<file path="config.mk">
export PLATFORM = sky130hd
export DESIGN_NAME = nios_rx_read_ctrl
export DESIGN_NICKNAME = d
export VERILOG_FILES = /design/src/rtl/nios_rx_read_ctrl_pkg.sv /design/src/rtl/nios_rx_fifo.sv /design/src/rtl/nios_rx_read_ctrl.sv
export SDC_FILE = /design/constraint.sdc
export NUM_CORES = 1
export LEC_CHECK = 0
export CAP_MARGIN = 20
export CORE_MARGIN = 2
export CORE_UTILIZATION = 51
export CTS_CLUSTER_SIZE = 12
export DETAILED_ROUTE_END_ITERATION = 16
export PLACE_DENSITY_LB_ADDON = 0.25
export SLEW_MARGIN = 15
export SYNTH_ARGS = -nofsm -noshare
export SYNTH_HDL_FRONTEND = slang
export SYNTH_HIERARCHICAL = 1
export SYNTH_SLANG_ARGS = --single-unit
</file>
<file path="constraint.sdc">
create_clock -name clk -period 2.96 [get_ports clk]
set_input_delay 0.592 -clock clk [delete_from_list [all_inputs] [get_ports clk]]
set_output_delay 0.592 -clock clk [all_outputs]
set_load 0.05 [all_outputs]
</file>
<file path="src/rtl/nios_rx_read_ctrl_pkg.sv">
// Shared types and constants for the Nios UART receive read controller.
package nios_rx_read_ctrl_pkg;

  localparam int unsigned DATA_W_DEF = 8;
  localparam int unsigned ADDR_W_DEF = 3;
  localparam int unsigned DROP_W     = 8;

  localparam logic [DROP_W-1:0] DROP_MAX = 8'd255;

  typedef enum logic [1:0] {
    IDLE     = 2'd0,
    PRESENT  = 2'd1,
    WAIT_REL = 2'd2
  } state_t;

endpackage

</file>
<file path="src/rtl/nios_rx_fifo.sv">
// Small synchronous FIFO; dout shows the head entry combinationally.
module nios_rx_fifo
  import nios_rx_read_ctrl_pkg::*;
#(
  parameter int unsigned DATA_W = DATA_W_DEF,
  parameter int unsigned ADDR_W = ADDR_W_DEF
) (
  input  logic              clk,
  input  logic              reset_n,
  input  logic              push,
  input  logic              pop,
  input  logic [DATA_W-1:0] din,
  output logic [DATA_W-1:0] dout,
  output logic [ADDR_W:0]   level,
  output logic              full,
  output logic              empty
);

  localparam int unsigned DEPTH = 1 << ADDR_W;

  logic [DATA_W-1:0] mem [DEPTH];
  logic [ADDR_W-1:0] wptr;
  logic [ADDR_W-1:0] rptr;

  // Storage carries no reset; only the pointers and level define validity.
  always_ff @(posedge clk) begin
    if (push) begin
      mem[wptr] <= din;
    end
  end

  always_ff @(posedge clk or negedge reset_n) begin
    if (!reset_n) begin
      wptr  <= '0;
      rptr  <= '0;
      level <= '0;
    end else begin
      if (push) begin
        wptr <= wptr + ADDR_W'(1);
      end
      if (pop) begin
        rptr <= rptr + ADDR_W'(1);
      end
      case ({push, pop})
        2'b10:   level <= level + (ADDR_W+1)'(1);
        2'b01:   level <= level - (ADDR_W+1)'(1);
        default: level <= level;
      endcase
    end
  end

  assign dout  = mem[rptr];
  assign full  = (level == (ADDR_W+1)'(DEPTH));
  assign empty = (level == '0);

endmodule

</file>
<file path="src/rtl/nios_rx_read_ctrl.sv">
// Presents buffered UART bytes to the Nios via a four-phase PIO handshake,
// with sticky overflow and saturating dropped-byte count.
module nios_rx_read_ctrl
  import nios_rx_read_ctrl_pkg::*;
#(
  parameter int unsigned DATA_W = DATA_W_DEF,
  parameter int unsigned ADDR_W = ADDR_W_DEF
) (
  input  logic              clk,
  input  logic              reset_n,
  input  logic              rx_valid,
  input  logic [DATA_W-1:0] rx_data,
  input  logic              rd_req,
  output logic              rd_avail,
  output logic [DATA_W-1:0] rd_data,
  output logic [ADDR_W:0]   fifo_level,
  output logic              overflow,
  output logic [DROP_W-1:0] drop_cnt,
  input  logic              ovf_clr
);

  state_t            state;
  state_t            state_next;
  logic              pop_c;
  logic              push_c;
  logic              drop_c;
  logic              full;
  logic              empty;
  logic [DATA_W-1:0] fifo_dout;

  nios_rx_fifo #(
    .DATA_W (DATA_W),
    .ADDR_W (ADDR_W)
  ) u_fifo (
    .clk     (clk),
    .reset_n (reset_n),
    .push    (push_c),
    .pop     (pop_c),
    .din     (rx_data),
    .dout    (fifo_dout),
    .level   (fifo_level),
    .full    (full),
    .empty   (empty)
  );

  always_ff @(posedge clk or negedge reset_n) begin
    if (!reset_n) begin
      state <= IDLE;
    end else begin
      state <= state_next;
    end
  end

  // A load waits for rd_req low so each req high phase consumes one byte.
  always_comb begin
    state_next = state;
    case (state)
      IDLE:     if (!empty && !rd_req) state_next = PRESENT;
      PRESENT:  if (rd_req)            state_next = WAIT_REL;
      WAIT_REL: if (!rd_req)           state_next = IDLE;
      default:                         state_next = IDLE;
    endcase
  end

  // A pop frees a slot in the same cycle, so a push into a full FIFO is kept.
  always_comb begin
    pop_c  = 1'b0;
    push_c = 1'b0;
    drop_c = 1'b0;
    if (state == IDLE) begin
      pop_c = !empty && !rd_req;
    end
    push_c = rx_valid && (!full || pop_c);
    drop_c = rx_valid && full && !pop_c;
  end

  always_ff @(posedge clk or negedge reset_n) begin
    if (!reset_n) begin
      rd_avail <= 1'b0;
      rd_data  <= '0;
    end else begin
      rd_avail <= (state_next == PRESENT);
      if (pop_c) begin
        rd_data <= fifo_dout;
      end
    end
  end

  // Clear takes priority over a coincident drop.
  always_ff @(posedge clk or negedge reset_n) begin
    if (!reset_n) begin
      overflow <= 1'b0;
      drop_cnt <= '0;
    end else if (ovf_clr) begin
      overflow <= 1'b0;
      drop_cnt <= '0;
    end else if (drop_c) begin
      overflow <= 1'b1;
      if (drop_cnt != DROP_MAX) begin
        drop_cnt <= drop_cnt + DROP_W'(1);
      end
    end
  end

endmodule

</file>
# After elaboration in Yosys (flattened, before gate mapping)
# Memory sizes are Yosys's and may differ from the RTL's. A register that Yosys moved wholly into a read port is not among the register bits.
# Index checks and enable logic that the tools add are counted.
classes:
  reduce_logical: 16
  n_eq_ne: 7
  addsub: 5
  n_mux: 13
op_table:
  columns: ["op", "count"]
  rows:
  - ["$mux 8", 3]
  - ["$add 8x1->8 const B", 1]
  - ["$ne 8x8->1 const B", 1]
  - ["$pmux 4 s2", 1]
  - ["$add 3x1->3 const B", 2]
  - ["$eq 2x1->1 const B", 3]
  - ["$mux 2", 3]
  - ["$pmux 2 s3", 1]
  - ["$reduce_bool 2->1", 3]
  - ["$logic_not 1->1", 5]
  - ["$mux 1", 5]
  - ["$add 4x1->4 const B", 1]
  - ["$eq 2x2->1 const B", 2]
  - ["$eq 4x4->1 const B", 1]
  - ["$logic_and 1x1->1", 4]
  - ["$logic_not 4->1", 1]
  - ["$sub 4x1->4 const B", 1]
  - ["$logic_not 2->1", 1]
  - ["$reduce_and 2->1", 1]
  - ["$logic_or 1x1->1", 1]
word_totals:
  ram_bits: 64
  elab_cells: 49
  out_inout_bits: 22
  memories: 1
  ff_bits: 22
mem_list:
  columns: ["memory", "words", "width", "read_ports", "rd_ports_with_merged_regs", "write_ports", "line_no", "text"]
  rows:
  - ["u_fifo.mem", 8, 8, 1, 1, 1, "nios_rx_fifo.sv:21", "logic [DATA_W-1:0] mem [DEPTH];"]

# Longest topological paths before layout
logic_depth:
  depth_word: 8
  ltp_mapped: 13

# Hierarchy
# Netlist, hierarchy kept.
by_module_without_submodules:
  columns: ["module", "n_inst", "area_per_inst_um2", "seq_area_each_um2", "cells_per_inst"]
  rows:
  - ["nios_rx_fifo", 1, 3032.9, 2172.1, 148]
  - ["nios_rx_read_ctrl", 1, 925.9, 500.5, 98]

# Worst setup path after synthesis
# No wires, ideal clock.
synth_path:
  kind: "register to register"
  startpoint: "register u_fifo.level[1]"
  endpoint: "register u_fifo.level[3]"
  synth_period_minus_slack_ps: 3535
  t_arrival_ps: 3453
  setup_slack_ps: -575
  stages_incl_launch_ff: 12
  n_path_buf: 2
  cell_sequence: "dfrtp_1 > clkbuf_1 > nor4_1 > or4_4 > clkbuf_1 > a21boi_0 > inv_1 > ha_1 > nand2b_1 > or4b_1 > a31oi_1 > xor2_1"
synth_between:
  elab_chain_len: 8
synth_rtl:
  columns: ["element", "line_no", "text"]
  rows:
  - ["start, declared", "nios_rx_fifo.sv:14", "output logic [ADDR_W:0] level,"]
  - ["start signal, assigned", "nios_rx_fifo.sv:45", "2'b10: level <= level + (ADDR_W+1)'(1);"]
  - ["start signal, assigned", "nios_rx_fifo.sv:46", "2'b01: level <= level - (ADDR_W+1)'(1);"]
  - ["start signal, assigned", "nios_rx_fifo.sv:47", "default: level <= level;"]
  - ["$logic_not 4->1 *", "nios_rx_fifo.sv:54", "assign empty = (level == '0);"]
  - ["named net empty", "nios_rx_read_ctrl.sv:28", "logic empty;"]
  - ["$logic_not 1->1 *", "nios_rx_read_ctrl.sv:71", "pop_c = !empty && !rd_req;"]
  - ["$logic_and 1x1->1 *", "nios_rx_read_ctrl.sv:71", null]
  - ["$mux 1 *", "nios_rx_read_ctrl.sv:70", "if (state == IDLE) begin"]
  - ["$logic_or 1x1->1 *", "nios_rx_read_ctrl.sv:73", "push_c = rx_valid && (!full || pop_c);"]
  - ["$logic_and 1x1->1 *", "nios_rx_read_ctrl.sv:73", null]
  - ["named net push_c", "nios_rx_read_ctrl.sv:25", "logic push_c;"]
  - ["$eq 2x1->1 / $eq 2x2->1 (equally long branches)", "nios_rx_fifo.sv:44", "case ({push, pop})"]
  - ["$pmux 4 s2 / $reduce_bool 2->1 (equally long branches)", null, null]
# The timed path passes the listed nets; every way through them passes the cells marked *.
# A chain may end at the register's enable or synchronous reset.

# Final worst setup path
layout_path:
  startpoint: "input rd_req"
  endpoint: "register u_fifo.level[3]"
layout_between:
  elab_chain_len: 7
layout_rtl:
  columns: ["element", "line_no", "text"]
  rows:
  - ["start, declared", "nios_rx_read_ctrl.sv:13", "input logic rd_req,"]
  - ["$logic_not 1->1 *", "nios_rx_read_ctrl.sv:71", null]
  - ["$logic_and 1x1->1 *", "nios_rx_read_ctrl.sv:71", null]
  - ["$mux 1 *", "nios_rx_read_ctrl.sv:70", null]
  - ["$logic_or 1x1->1 *", "nios_rx_read_ctrl.sv:73", null]
  - ["$logic_and 1x1->1 *", "nios_rx_read_ctrl.sv:73", null]
  - ["named net push_c", "nios_rx_read_ctrl.sv:25", null]
  - ["$eq 2x1->1 / $eq 2x2->1 (equally long branches)", "nios_rx_fifo.sv:44", null]
  - ["$pmux 4 s2 / $reduce_bool 2->1 (equally long branches)", null, null]
# Marks and branches as above.

==> run metrics <==
Residual DRC=0; Crit path required time=3250 ps; Diodes inserted=0; crit-path max FO=2; fin crit period=2697 ps; DP Worst Slack=-111.0 ps; vias in the first global route=2211; DRT Wirelength=7006 um; clk buf depth=2; startpoint types=input pin; met3 Use GR=3.944%; asr flop ratio synth=31.91%; DRT iter0 DRCs=104; met2 usage=29.53%; first-pass GRT wire length=11230 um; final cycle utilization of the critical path=91.12%; gpl congestion=0.8803; number of synthesized flops with an enable pin=64; sequential-to-total area share from yosys stat=67.51%; total gr overflow=0; TritonCTS buffer count=9; number of max-cap violations=0; routed length per instance=16.92 um; initial antenna violation count=0; area delta synth->final=20.70%; actual slew at the worst max-slew pin=870.7 ps; Vias/cell=5.355; worst hold slack=491.3 ps; first-pass detailed-route iteration total=4; busiest grt layer=met2; Sink Count=94; via count=2217; clk_skew=10.07 ps; Clk Tree Root Cell=clkbuf_8; critical path type=in -> reg; largest net degree at the start of global routing=21; row count=32; Syn Area/Cell=16.09 um^2; Die Footprint=8483 um^2; Post-Syn Area=3959 um^2; share of cells above drive strength 1=20.19%; final hold vios=0; Largest stage delay, worst path=570 ps; Critical Path AT=2980 ps; Slew headroom=41.77%; H-tree level count=3; status=finished, final reports clean; Core Area=7607 um^2; RSZ-0062 raised after global routing=false; Die H=92.11 um; Seq cells post-synth=94; Skew-Pair Late Insertion Delay=360 ps; slack of the critical path=262.9 ps; Final Util=62.81%; Max Fclk=370.8 MHz; Post-CTS Setup Inserts=0; Synth Warn #=6; die span in x=92.11 um; crit path capture type=flip-flop; Min-Delay Path Class=reg -> reg; IO Port Bufs=34; slowest cell on the critical path=or4_4; dpl hpwl=4767 um; P_leak=1.803 nW; hold buffers post-CTS=0; Resized cells post-CTS=0; all-layer global routing usage=18.06%; PD cells=900.0 nW/um^2; TritonCTS clock tree=done; peak supply drop=0.4497 mV; Final Slew Violations=0; # setup viols final=0; Initial Util=52.04%; count of cell types in the netlist=36; met1 Resource Use GR=23.19%; Antenna Nets Post-Route=0; Nets=326; Top Ports=35; CP Cell Sequence=clkdlybuf4s50_1 -> or4_4 -> a21boi_4 -> inv_1 -> ha_1 -> nand2b_1 -> or4b_1 -> a31oi_1 -> xor2_1; Clock transition at path regs=90 ps; top_reg_cell synth=edfxtp_1; Synthesized Nets=265; Gate Count Post-Synth=246
==> cells by family (layout without fill, tap and decap cells) <==
group                    Yosys count  count (layout)  share of synthesized area, %
AO/OA/AOI/OAI                     15              15                         2.529
XOR/XNOR                          10              10                         2.213
buffers and inverters             14              80                         2.054
AND/OR/NAND/NOR                   76              76                         9.229
flip-flops                        94              94                         67.51
adder cells (fa/ha/maj)            6               6                         1.896
multiplexers                      31              31                         14.57
==> placed cells by master (no fill, tap or decap), types with 5 or more instances in the layout <==
cell,count
clkbuf_8,12
mux4_1,13
mux2_2,14
buf_4,25
nor2_1,13
nor2b_1,5
nand2b_1,7
a211oi_1,5
clkdlybuf4s50_1,34
edfxtp_1,64
ha_1,6
nand2_1,32
dfrtp_1,26
xor2_1,7
==> critical path: cells and delay by family <==
kind	cells	cell delay [ps]
AND/OR/NAND/NOR	3	1180
buffers and inverters	2	500
adder cells (fa/ha/maj)	1	200
AO/OA/AOI/OAI	2	360
XOR/XNOR	1	150
==> sequential cells by signal (all words and copies together) (netlist names) <==
name	cells
drop_cnt	8
rd_avail	1
overflow	1
rd_data	8
u_fifo/level	4
u_fifo/rptr	3
u_fifo/wptr	3
state	2
u_fifo/mem	64
==> cell type report <==
| class | instances | area [um^2] |
|---|---|---|
| fillers | 569 | 2829 |
| flip-flops and latches | 94 | 2678 |
| clock inverters | 3 | 41.29 |
| clock buffers | 13 | 168.9 |
| multi-input cells | 138 | 1216 |
| repair buffers | 59 | 528.0 |
| well taps | 102 | 127.6 |
| inverters | 5 | 18.77 |
==> synth_stat cells (2+ instances only) <==
library cell	instances	area share, %
a21oi_1	3	0.38
nand2_1	32	3.0
a31oi_1	2	0.32
nand2b_1	7	1.1
o21ai_0	2	0.25
mux2_2	14	4.0
inv_1	4	0.38
or3_1	3	0.47
ha_1	6	1.9
nor2b_1	5	0.79
nor4_1	3	0.47
a211oi_1	5	0.95
mux4_2	3	1.7
nand3_1	4	0.51
clkbuf_1	5	0.47
xor2_1	7	1.5
mux4_1	13	8.6
nor2_1	13	1.2
nor3_1	4	0.51
xnor2_1	3	0.66
edfxtp_1	64	49
dfrtp_1	30	19
==> path summary, 6_finish.rpt <==
check,from,end,slack [ps],cells past startpoint
worst max register to register,u_fifo/level[2]$_DFFE_PN0P_,u_fifo/level[3]$_DFFE_PN0P_,330,9
worst max-delay path,rd_req,u_fifo/level[3]$_DFFE_PN0P_,260,9
min in group asynchronous,reset_n,u_fifo/level[2]$_DFFE_PN0P_,720,1
worst min register to register,u_fifo/level[3]$_DFFE_PN0P_,u_fifo/level[3]$_DFFE_PN0P_,490,1
worst min-delay path,u_fifo/level[3]$_DFFE_PN0P_,u_fifo/level[3]$_DFFE_PN0P_,490,1
max in group asynchronous,reset_n,rd_data[3]$_DFFE_PN0P_,1610,2
==> per-stage QoR <==
| stage | TNS [ps] | power, mW | cells | area [um^2] |
|---|---|---|---|---|
| after floorplan | 0 | 2.995 | 246 | 3986 |
| after global placement | -77.99 | 3.440 | 398 | 4568 |
| after detailed placement | -161.8 | 3.467 | 398 | 4568 |
| after CTS | 0 | 4.342 | 414 | 4778 |
| after global routing | 0 | 4.522 | 414 | 4778 |
| final | 0 | 4.301 | 414 | 4778 |
==> power breakdown <==
group          switching (mW)  leakage (nW)  internal [mW]
clock                   0.417         0.103          0.457
combinational           0.804         0.742          0.706
sequential              0.228         0.957           1.69
==> layer usage <==
metal	part of all wire [%]	vias up	routed length, um
li1	-	1053	-
met1	45	1108	3185
met2	49	45	3415
met3	3.8	11	269
met4	1.9	0	136
met5	0	-	0
Power figures use the tool's default switching activity.
